$ cat src/rtl/coin_anim_ctrl.sv
// Coin sprite animation controller: spin, collect flash, respawn.
// Ports: vga_clk/Reset, vsync, DrawX/DrawY, coin_x/coin_y, spawn, collect -> rom_address, coin_on, collected, anim_state.
module coin_anim_ctrl #(
  parameter int FRAME_DIV      = 4,
  parameter int FLASH_FRAMES   = 30,
  parameter int RESPAWN_FRAMES = 120
) (
  input  logic        vga_clk,
  input  logic        Reset,
  input  logic        vsync,
  input  logic [9:0]  DrawX,
  input  logic [9:0]  DrawY,
  input  logic [9:0]  coin_x,
  input  logic [9:0]  coin_y,
  input  logic        spawn,
  input  logic        collect,
  output logic [12:0] rom_address,
  output logic        coin_on,
  output logic        collected,
  output logic [1:0]  anim_state
);

  typedef enum logic [1:0] {
    S_IDLE = 2'd0,
    S_SPIN = 2'd1,
    S_COLL = 2'd2,
    S_WAIT = 2'd3
  } state_t;

  localparam logic [7:0] L_DIV_LAST = 8'(FRAME_DIV - 1);
  localparam logic [8:0] L_FLASH    = 9'(FLASH_FRAMES);
  localparam logic [8:0] L_RESP     = 9'(RESPAWN_FRAMES);

  state_t      r_state;
  logic [2:0]  r_frame;
  logic [7:0]  r_cnt;
  logic [9:0]  r_pos_x;
  logic [9:0]  r_pos_y;
  logic        r_vs_prev;
  logic        r_collected;

  logic        w_tick;
  logic [8:0]  w_cnt_inc;
  logic [9:0]  w_rx;
  logic [9:0]  w_ry;
  logic        w_inside;
  logic        w_vis;

  assign w_tick    = r_vs_prev & ~vsync;
  // one bit wider so a count of 255 compares without overflow
  assign w_cnt_inc = {1'b0, r_cnt} + 9'd1;

  always_ff @(posedge vga_clk or posedge Reset) begin
    if (Reset) begin
      r_state     <= S_IDLE;
      r_frame     <= '0;
      r_cnt       <= '0;
      r_pos_x     <= '0;
      r_pos_y     <= '0;
      r_vs_prev   <= 1'b1;
      r_collected <= 1'b0;
    end else begin
      r_vs_prev   <= vsync;
      r_collected <= 1'b0;
      if (w_tick) begin
        r_pos_x <= coin_x;
        r_pos_y <= coin_y;
      end
      // a transition clears the counter and swallows a coincident tick
      unique case (r_state)
        S_IDLE: begin
          if (spawn) begin
            r_state <= S_SPIN;
            r_frame <= '0;
            r_cnt   <= '0;
          end
        end
        S_SPIN: begin
          if (collect) begin
            r_state <= S_COLL;
            r_cnt   <= '0;
          end else if (w_tick) begin
            if (r_cnt == L_DIV_LAST) begin
              r_cnt   <= '0;
              r_frame <= r_frame + 3'd1;
            end else begin
              r_cnt <= r_cnt + 8'd1;
            end
          end
        end
        S_COLL: begin
          if (w_tick) begin
            if (w_cnt_inc == L_FLASH) begin
              r_state     <= S_WAIT;
              r_cnt       <= '0;
              r_collected <= 1'b1;
            end else begin
              r_cnt <= w_cnt_inc[7:0];
            end
          end
        end
        S_WAIT: begin
          if (spawn) begin
            r_state <= S_SPIN;
            r_frame <= '0;
            r_cnt   <= '0;
          end else if (w_tick) begin
            if (w_cnt_inc == L_RESP) begin
              r_state <= S_SPIN;
              r_frame <= '0;
              r_cnt   <= '0;
            end else begin
              r_cnt <= w_cnt_inc[7:0];
            end
          end
        end
        default: r_state <= S_IDLE;
      endcase
    end
  end

  // underflow wraps to a large value, so it lands outside
  assign w_rx     = DrawX - r_pos_x;
  assign w_ry     = DrawY - r_pos_y;
  assign w_inside = (w_rx[9:5] == 5'd0) && (w_ry[9:5] == 5'd0);

  always_comb begin
    w_vis = 1'b0;
    unique case (r_state)
      S_SPIN:  w_vis = 1'b1;
      S_COLL:  w_vis = ~r_cnt[2];
      default: w_vis = 1'b0;
    endcase
  end

  assign coin_on     = w_inside & w_vis;
  assign rom_address = w_inside ? {w_ry[4:0], r_frame, w_rx[4:0]} : 13'd0;
  assign collected   = r_collected;
  assign anim_state  = r_state;

endmodule

$ cat config.mk
export PLATFORM = sky130hd
export DESIGN_NAME = coin_anim_ctrl
export DESIGN_NICKNAME = d
export VERILOG_FILES = /design/src/rtl/coin_anim_ctrl.sv
export SDC_FILE = /design/constraint.sdc
export NUM_CORES = 1
export LEC_CHECK = 0
export CORE_MARGIN = 3
export CORE_UTILIZATION = 64
export CTS_CLUSTER_SIZE = 24
export DETAILED_ROUTE_END_ITERATION = 16
export DONT_BUFFER_PORTS = 1
export GPL_TIMING_DRIVEN = 0
export PLACE_DENSITY = 0.85
export REMOVE_ABC_BUFFERS = 1
export SETUP_SLACK_MARGIN = 0.15
export SLEW_MARGIN = 20
export SYNTH_ARGS = -nofsm -noshare
export SYNTH_HDL_FRONTEND = slang
export SYNTH_SLANG_ARGS = --single-unit
$ cat constraint.sdc
create_clock -name vga_clk -period 4.6 [get_ports vga_clk]
set_input_delay 0.69 -clock vga_clk [delete_from_list [all_inputs] [get_ports vga_clk]]
set_output_delay 0.69 -clock vga_clk [all_outputs]
set_load 0.005 [all_outputs]
==> impl_metrics.json, run 1 <==
{
  "run_status": "finished clean",
  "path_common_cell": "inv_1",
  "drv_slew": 0,
  "crit_chain": "inv_1, ha_1, inv_1, fa_1, a211oi_2, o21ai_1, a221oi_2, xnor2_1, or4_1, nor4_1",
  "syn_to_final_growth_pct": 3.80,
  "swShare_pct": 41.4,
  "core_mm2": 0.00414,
  "dp_hpwl_um": 4650,
  "switchingPower_uw": 495,
  "yosysSeqAreaShare_pct": 31.0,
  "port_buffers": 0,
  "gr-usage-met1_pct": 34.1,
  "cts_max_path_buffers": 2,
  "ys_async_sr_fraction_pct": 100,
  "vdd_drop_max_mv": 0.366,
  "io_pins": 62,
  "drt_iter0_markers": 137,
  "wl_per_cell_um": 16.3,
  "p_seq_share_pct": 32.3,
  "grt_pass1_vias": 2308,
  "root_buffer": "clkbuf_8",
  "drive_gt1_share_pct": 7.43,
  "numClockSinks": 35,
  "setup_viol": 0,
  "skew_ns": 0.0107,
  "drc": 0,
  "drt_pass1_iterations": 4,
  "routabilityCongestion": 0.887,
  "layout_setup_ws_ns": 0.380,
  "max-slew-margin-rel_pct": 31.3,
  "cts_tree": "built",
  "grt-ovfl-total": 0,
  "cts_max_level": 2,
  "power-per-cell-area_mw_per_mm2": 408,
  "hold_viol": 0,
  "cts_resized": 0,
  "whs_ns": 0.390,
  "start_util_pct": 68.3,
  "final_area_mm2": 0.00294,
  "path_class": "input pin to output port",
  "met3_usage_pct": 6.23,
  "die_area_mm2": 0.00525,
  "antennaDiodeCount": 0,
  "num_vias": 2360,
  "p_leak_nw": 1.36,
  "cp-end-kind": "output port",
  "yosysUniqueCellTypes": 53,
  "tightest_slew_ns": 1.03,
  "required_ns": 3.91,
  "nFillCells": 344,
  "ant_nets": 0,
  "synth.area.top_cells": "dfrtp_1 (30%), ha_1 (12%), nand2_1 (6.1%)",
  "worstPathMaxFanout": 14,
  "clock_latency_ns": 0.30,
  "synthFlopType": "dfrtp_1",
  "p_int_uw": 702,
  "finalPower_mw": 1.20,
  "p_comb_share_pct": 46.8,
  "track_usage_pct": 25.3,
  "cts_setup_buffers": 0,
  "rows": 23,
  "synth_top_cell_by_area": "dfrtp_1",
  "yosysWarningCount": 0,
  "cp_slowest_stage_delay_ns": 0.82,
  "final.min_clock_period_ns": 4.22,
  "placed_area_mm2": 0.00284,
  "fin_nets": 396,
  "pre_cts_ws_ns": 0.424,
  "finalWirelength_um": 6100,
  "period_share_pct": 91.7,
  "synth_top_area_share_pct": 30.1,
  "synth_edf_count": 0,
  "setup_tns_ns": 0,
  "rsz0062_at_grt": "false",
  "synth_area_mm2": 0.00283,
  "arrival_ns": 3.53,
  "ctsHoldBuffers": 0,
  "cts_made_buffers": 5,
  "fmax_mhz": 237,
  "cts.clk_slew.worst_paths_ns": 0.08,
  "critPathLaunchType": "input pin",
  "grt_max_degree": 39,
  "min-delay-path-class": "input pin to asynchronous set/reset pin",
  "die_h_um": 72.5,
  "cpMaxStageDelayCell": "or4_1",
  "max-cap-violations": 0,
  "met2_usage_pct": 39.3,
  "antenna_found_initial": 0,
  "grt_pass1_wl_um": 10400,
  "syn-instance-count": 329,
  "synth.ff_latch_count": 35,
  "clock_power_share_pct": 20.9,
  "grt-busiest-layer": "met2",
  "die_x_um": 72.5,
  "syn_avg_cell_area_um2": 8.60,
  "routed_via_density": 6.33
}
layer usage:
layer / vias up / wire [um]
li1: 1160 / -
met4: 0 / 122
met3: 12 / 467
met5: - / 0
met1: 1106 / 2670
met2: 82 / 2840
kinds of logic after synthesis:
| family | synth area share, % |
|---|---|
| simple gates | 22.4 |
| xor+xnor | 4.02 |
| compound gates | 20.3 |
| mux | 2.57 |
| buf+inv | 6.32 |
| fa+ha+maj | 13.4 |
| flops | 31.0 |
synth_stat cells (all sizes together), types with 5 or more instances:
cell and n:
and3 8, buf 5, a21o 8, a21oi 7
nor4 11, xor2 7, mux2i 5, nor2 14
nor2b 10, inv 31, nand3 6, clkbuf 9
ha 27, nor3 11, o31ai 5, a22o 6
xnor2 6, o21ai 25, dfrtp 34, nand2 46
layout by cell type (no fill, tap or decap), drive strengths merged, types with 2 or more instances in the layout:
master | synthesis | routed
a31oi | 2 | 2
nand4 | 4 | 4
o21ai | 25 | 25
a221oi | 4 | 4
nand2b | 3 | 3
or4 | 2 | 2
inv | 31 | 31
a211oi | 2 | 2
clkbuf | 9 | 8
nor2 | 14 | 14
nand2 | 46 | 46
xor2 | 7 | 7
o211ai | 4 | 4
nor4 | 11 | 11
ha | 27 | 27
mux2 | 2 | 2
nand3 | 6 | 6
mux2i | 5 | 5
nor3 | 11 | 11
nor2b | 10 | 10
nor4b | 2 | 2
dfrtp | 34 | 34
a22o | 6 | 6
o211a | 2 | 2
xnor2 | 6 | 6
o21a | 4 | 4
and3 | 8 | 8
a21oi | 7 | 7
o2111ai | 2 | 2
a21o | 8 | 8
o31ai | 5 | 5
fa | 2 | 2
sequential cells by signal, indices dropped and copies added (netlist names):
signal / count
collected: 1
anim_state: 2
r_pos_x: 10
r_cnt: 8
r_vs_prev: 1
r_pos_y: 10
r_frame: 3
critical path: cells and delay by family:
family / cells / cell delay (ns)
adder cells (fa/ha/maj): 2 / 0.60
buffers and inverters: 2 / 0.09
AO/OA/AOI/OAI: 3 / 0.67
AND/OR/NAND/NOR: 2 / 1.38
XOR/XNOR: 1 / 0.08
path summary, 6_finish.rpt:
| kind | startpoint | to | slack, ns | depth (start not counted) |
|---|---|---|---|---|
| max | DrawX[0] | rom_address[12] | 0.38 | 10 |
| min | Reset | r_pos_y[6] | 0.39 | 1 |
| max reg2reg | r_cnt[0] | r_cnt[0] | 2.12 | 7 |
| min reg2reg | r_pos_y[0] | r_pos_y[0] | 0.49 | 2 |
| max in group asynchronous | Reset | r_cnt[7] | 3.74 | 1 |
| min in group vga_clk | vsync | r_vs_prev | 0.39 | 0 |
power by group through the flow:
stage / registers (mW) / logic [mW] / clock network (mW)
6_report: 0.387 / 0.561 / 0.250
5_1_grt: 0.392 / 0.636 / 0.266
2_1_floorplan: 0.382 / 0.448 / 0
3_5_place_dp: 0.392 / 0.552 / 0
4_1_cts: 0.387 / 0.557 / 0.253
3_3_place_gp: 0.389 / 0.533 / 0
area by class of cell:
cell class | count | area (um2) | share of cell area (%)
multi-input combinational | 249 | 1780 | 60.6
tap | 50 | 62.6 | 2.13
inverter | 31 | 116 | 3.96
sequential | 35 | 877 | 29.9
clock buffer | 8 | 100 | 3.41
stage by stage:
stage	util, %	instances
after global routing	70.9	373
final	70.9	373
after floorplan	-	315
after global placement	68.3	365
after CTS	70.9	373
after detailed placement	68.4	365
Power figures use the tool's default switching activity.
==> run 2: changes to the inputs <==
- SLEW_MARGIN: 20 -> 15
==> run 2 against run 1 <==
Cell area fell by 0.34%. Combinational power barely moved. Utilization fell by 0.24 points. Power fell by 2.5%. Die area did not move. Critical endpoint unchanged. Largest cell class unchanged.
==> impl_metrics.json, run 2 (synthesized netlist as in run 1, its figures left out) <==
{
  "cp_slowest_stage_delay_ns": 0.84,
  "cp_top_family": "simple AND/OR/NAND/NOR gates",
  "fmax_mhz": 238,
  "max-cap-violations": 0,
  "cts_setup_buffers": 0,
  "path_class": "input pin to output port",
  "placed_area_mm2": 0.00285,
  "hold_viol": 0,
  "drt_pass1_iterations": 4,
  "drive_gt1_share_pct": 7.10,
  "reg_top3": "r_pos_x x10, r_pos_y x10, r_cnt x8",
  "tightest_slew_ns": 1.01,
  "cts.clk_slew.worst_paths_ns": 0.07,
  "final_area_mm2": 0.00293,
  "cp-endpoint": "rom_address[12]",
  "antennaDiodeCount": 0,
  "p_leak_nw": 1.35,
  "required_ns": 3.91,
  "routed_via_density": 6.34,
  "skew_ns": 0.0103,
  "drv_slew": 0,
  "arrival_ns": 3.52,
  "cpMaxStageDelayCell": "or4_1",
  "period_share_pct": 91.4,
  "ant_nets": 0,
  "cts_made_buffers": 5,
  "min-delay-path-class": "input pin to register",
  "grt_pass1_wl_um": 10400,
  "core_mm2": 0.00414,
  "rows": 23,
  "path_depth": 10,
  "ctsHoldBuffers": 0,
  "crit_start": "DrawX[0]",
  "rsz0062_at_grt": "false",
  "rr_endpoint": "r_cnt[0]",
  "die_area_mm2": 0.00525,
  "die_x_um": 72.5,
  "die_h_um": 72.5,
  "ff2ff_setup_slack_ns": 2.12,
  "crit_buf_inv": 2,
  "track_usage_pct": 25.0,
  "final.min_clock_period_ns": 4.21,
  "worstRegToRegCells": 7,
  "cts_tree": "built",
  "multiInputGateArea_mm2": 0.00178,
  "antenna_found_initial": 0,
  "path_common_cell": "inv_1",
  "drt_iter0_markers": 116,
  "cts_resized": 0,
  "grt-ovfl-total": 0,
  "dp_hpwl_um": 4700,
  "setup_tns_ns": 0,
  "wl_per_cell_um": 16.4,
  "cts_max_path_buffers": 2,
  "drc": 0,
  "num_vias": 2371,
  "layout_commonest_cell": "nand2_1",
  "crit_chain": "inv_1, ha_1, inv_1, fa_1, a211oi_2, o21ai_1, a221oi_2, xnor2_1, or4_1, nor4_1",
  "syn_to_final_growth_pct": 3.45,
  "finalWirelength_um": 6140,
  "fin_nets": 397,
  "worstReg2RegStart": "r_cnt[0]",
  "max-slew-margin-rel_pct": 32.5,
  "nFillCells": 348,
  "final_cell_mix": "nand2_1 (46), dfrtp_1 (34), inv_1 (30), ha_1 (27), o21ai_0 (22)",
  "vdd_drop_max_mv": 0.406,
  "grt_pass1_vias": 2313,
  "worstPathMaxFanout": 14,
  "routabilityCongestion": 0.887,
  "cp-end-kind": "output port",
  "io_pins": 62,
  "power-per-cell-area_mw_per_mm2": 399,
  "setup_viol": 0,
  "regArea_um2": 877,
  "root_buffer": "clkbuf_8",
  "critPathLaunchType": "input pin",
  "clock_latency_ns": 0.29,
  "grt_max_degree": 36,
  "numClockSinks": 35,
  "cts_max_level": 2,
  "run_status": "finished clean",
  "port_buffers": 0,
  "start_util_pct": 68.3
}
## run 2: through the flow
stage               hold WS (ns)  utilization (%)  power (mW)  std cells  worst slack (ns)
floorplan                  0.450                -       0.830        315             0.798
global placement           0.462             68.3       0.922        365             0.473
detailed placement         0.480             68.7       0.944        366             0.419
CTS                        0.389             70.6        1.17        374             0.394
global route               0.382             70.6        1.26        374             0.195
finish                     0.394             70.6        1.17        374             0.394
## run 2: power breakdown
group	switching, mW	internal [mW]	leakage, nW
registers	0.0383	0.350	0.445
clock network	0.112	0.108	0.0395
logic	0.345	0.216	0.866
## run 2: metal layers
layer  global-route usage, %  wire, um
met5                       0         0
met2                    40.2      2870
met3                    7.34       542
met4                    9.02       108
met1                    32.0      2620
## run 2: how the worst min path moves through the flow
stage | start | endpoint | slack (ns) | depth (start not counted)
finish | vsync | r_vs_prev | 0.39 | 0
global route | vsync | r_vs_prev | 0.38 | 0
CTS | vsync | r_vs_prev | 0.39 | 0
detailed placement | r_pos_y[0] | r_pos_y[0] | 0.48 | 2
global placement | r_pos_x[0] | r_pos_x[0] | 0.46 | 2
floorplan | r_pos_x[0] | r_pos_x[0] | 0.45 | 2
## run 2: layout make-up
type	count	share of cell area [%]
sequential	35	30.0
inverter	31	3.98
clock buffer	8	2.74
tap	50	2.14
timing repair buffer	1	0.513
multi-input combinational	249	60.7
## run 2: worst register-to-register path, stage by stage (launching register included)
cell,delay [ns]
dfrtp_1,0.44
ha_1,0.29
xor2_1,0.16
and3_1,0.17
nand3_1,0.12
a221oi_2,0.61
nor3_1,0.26
mux2_2,0.32
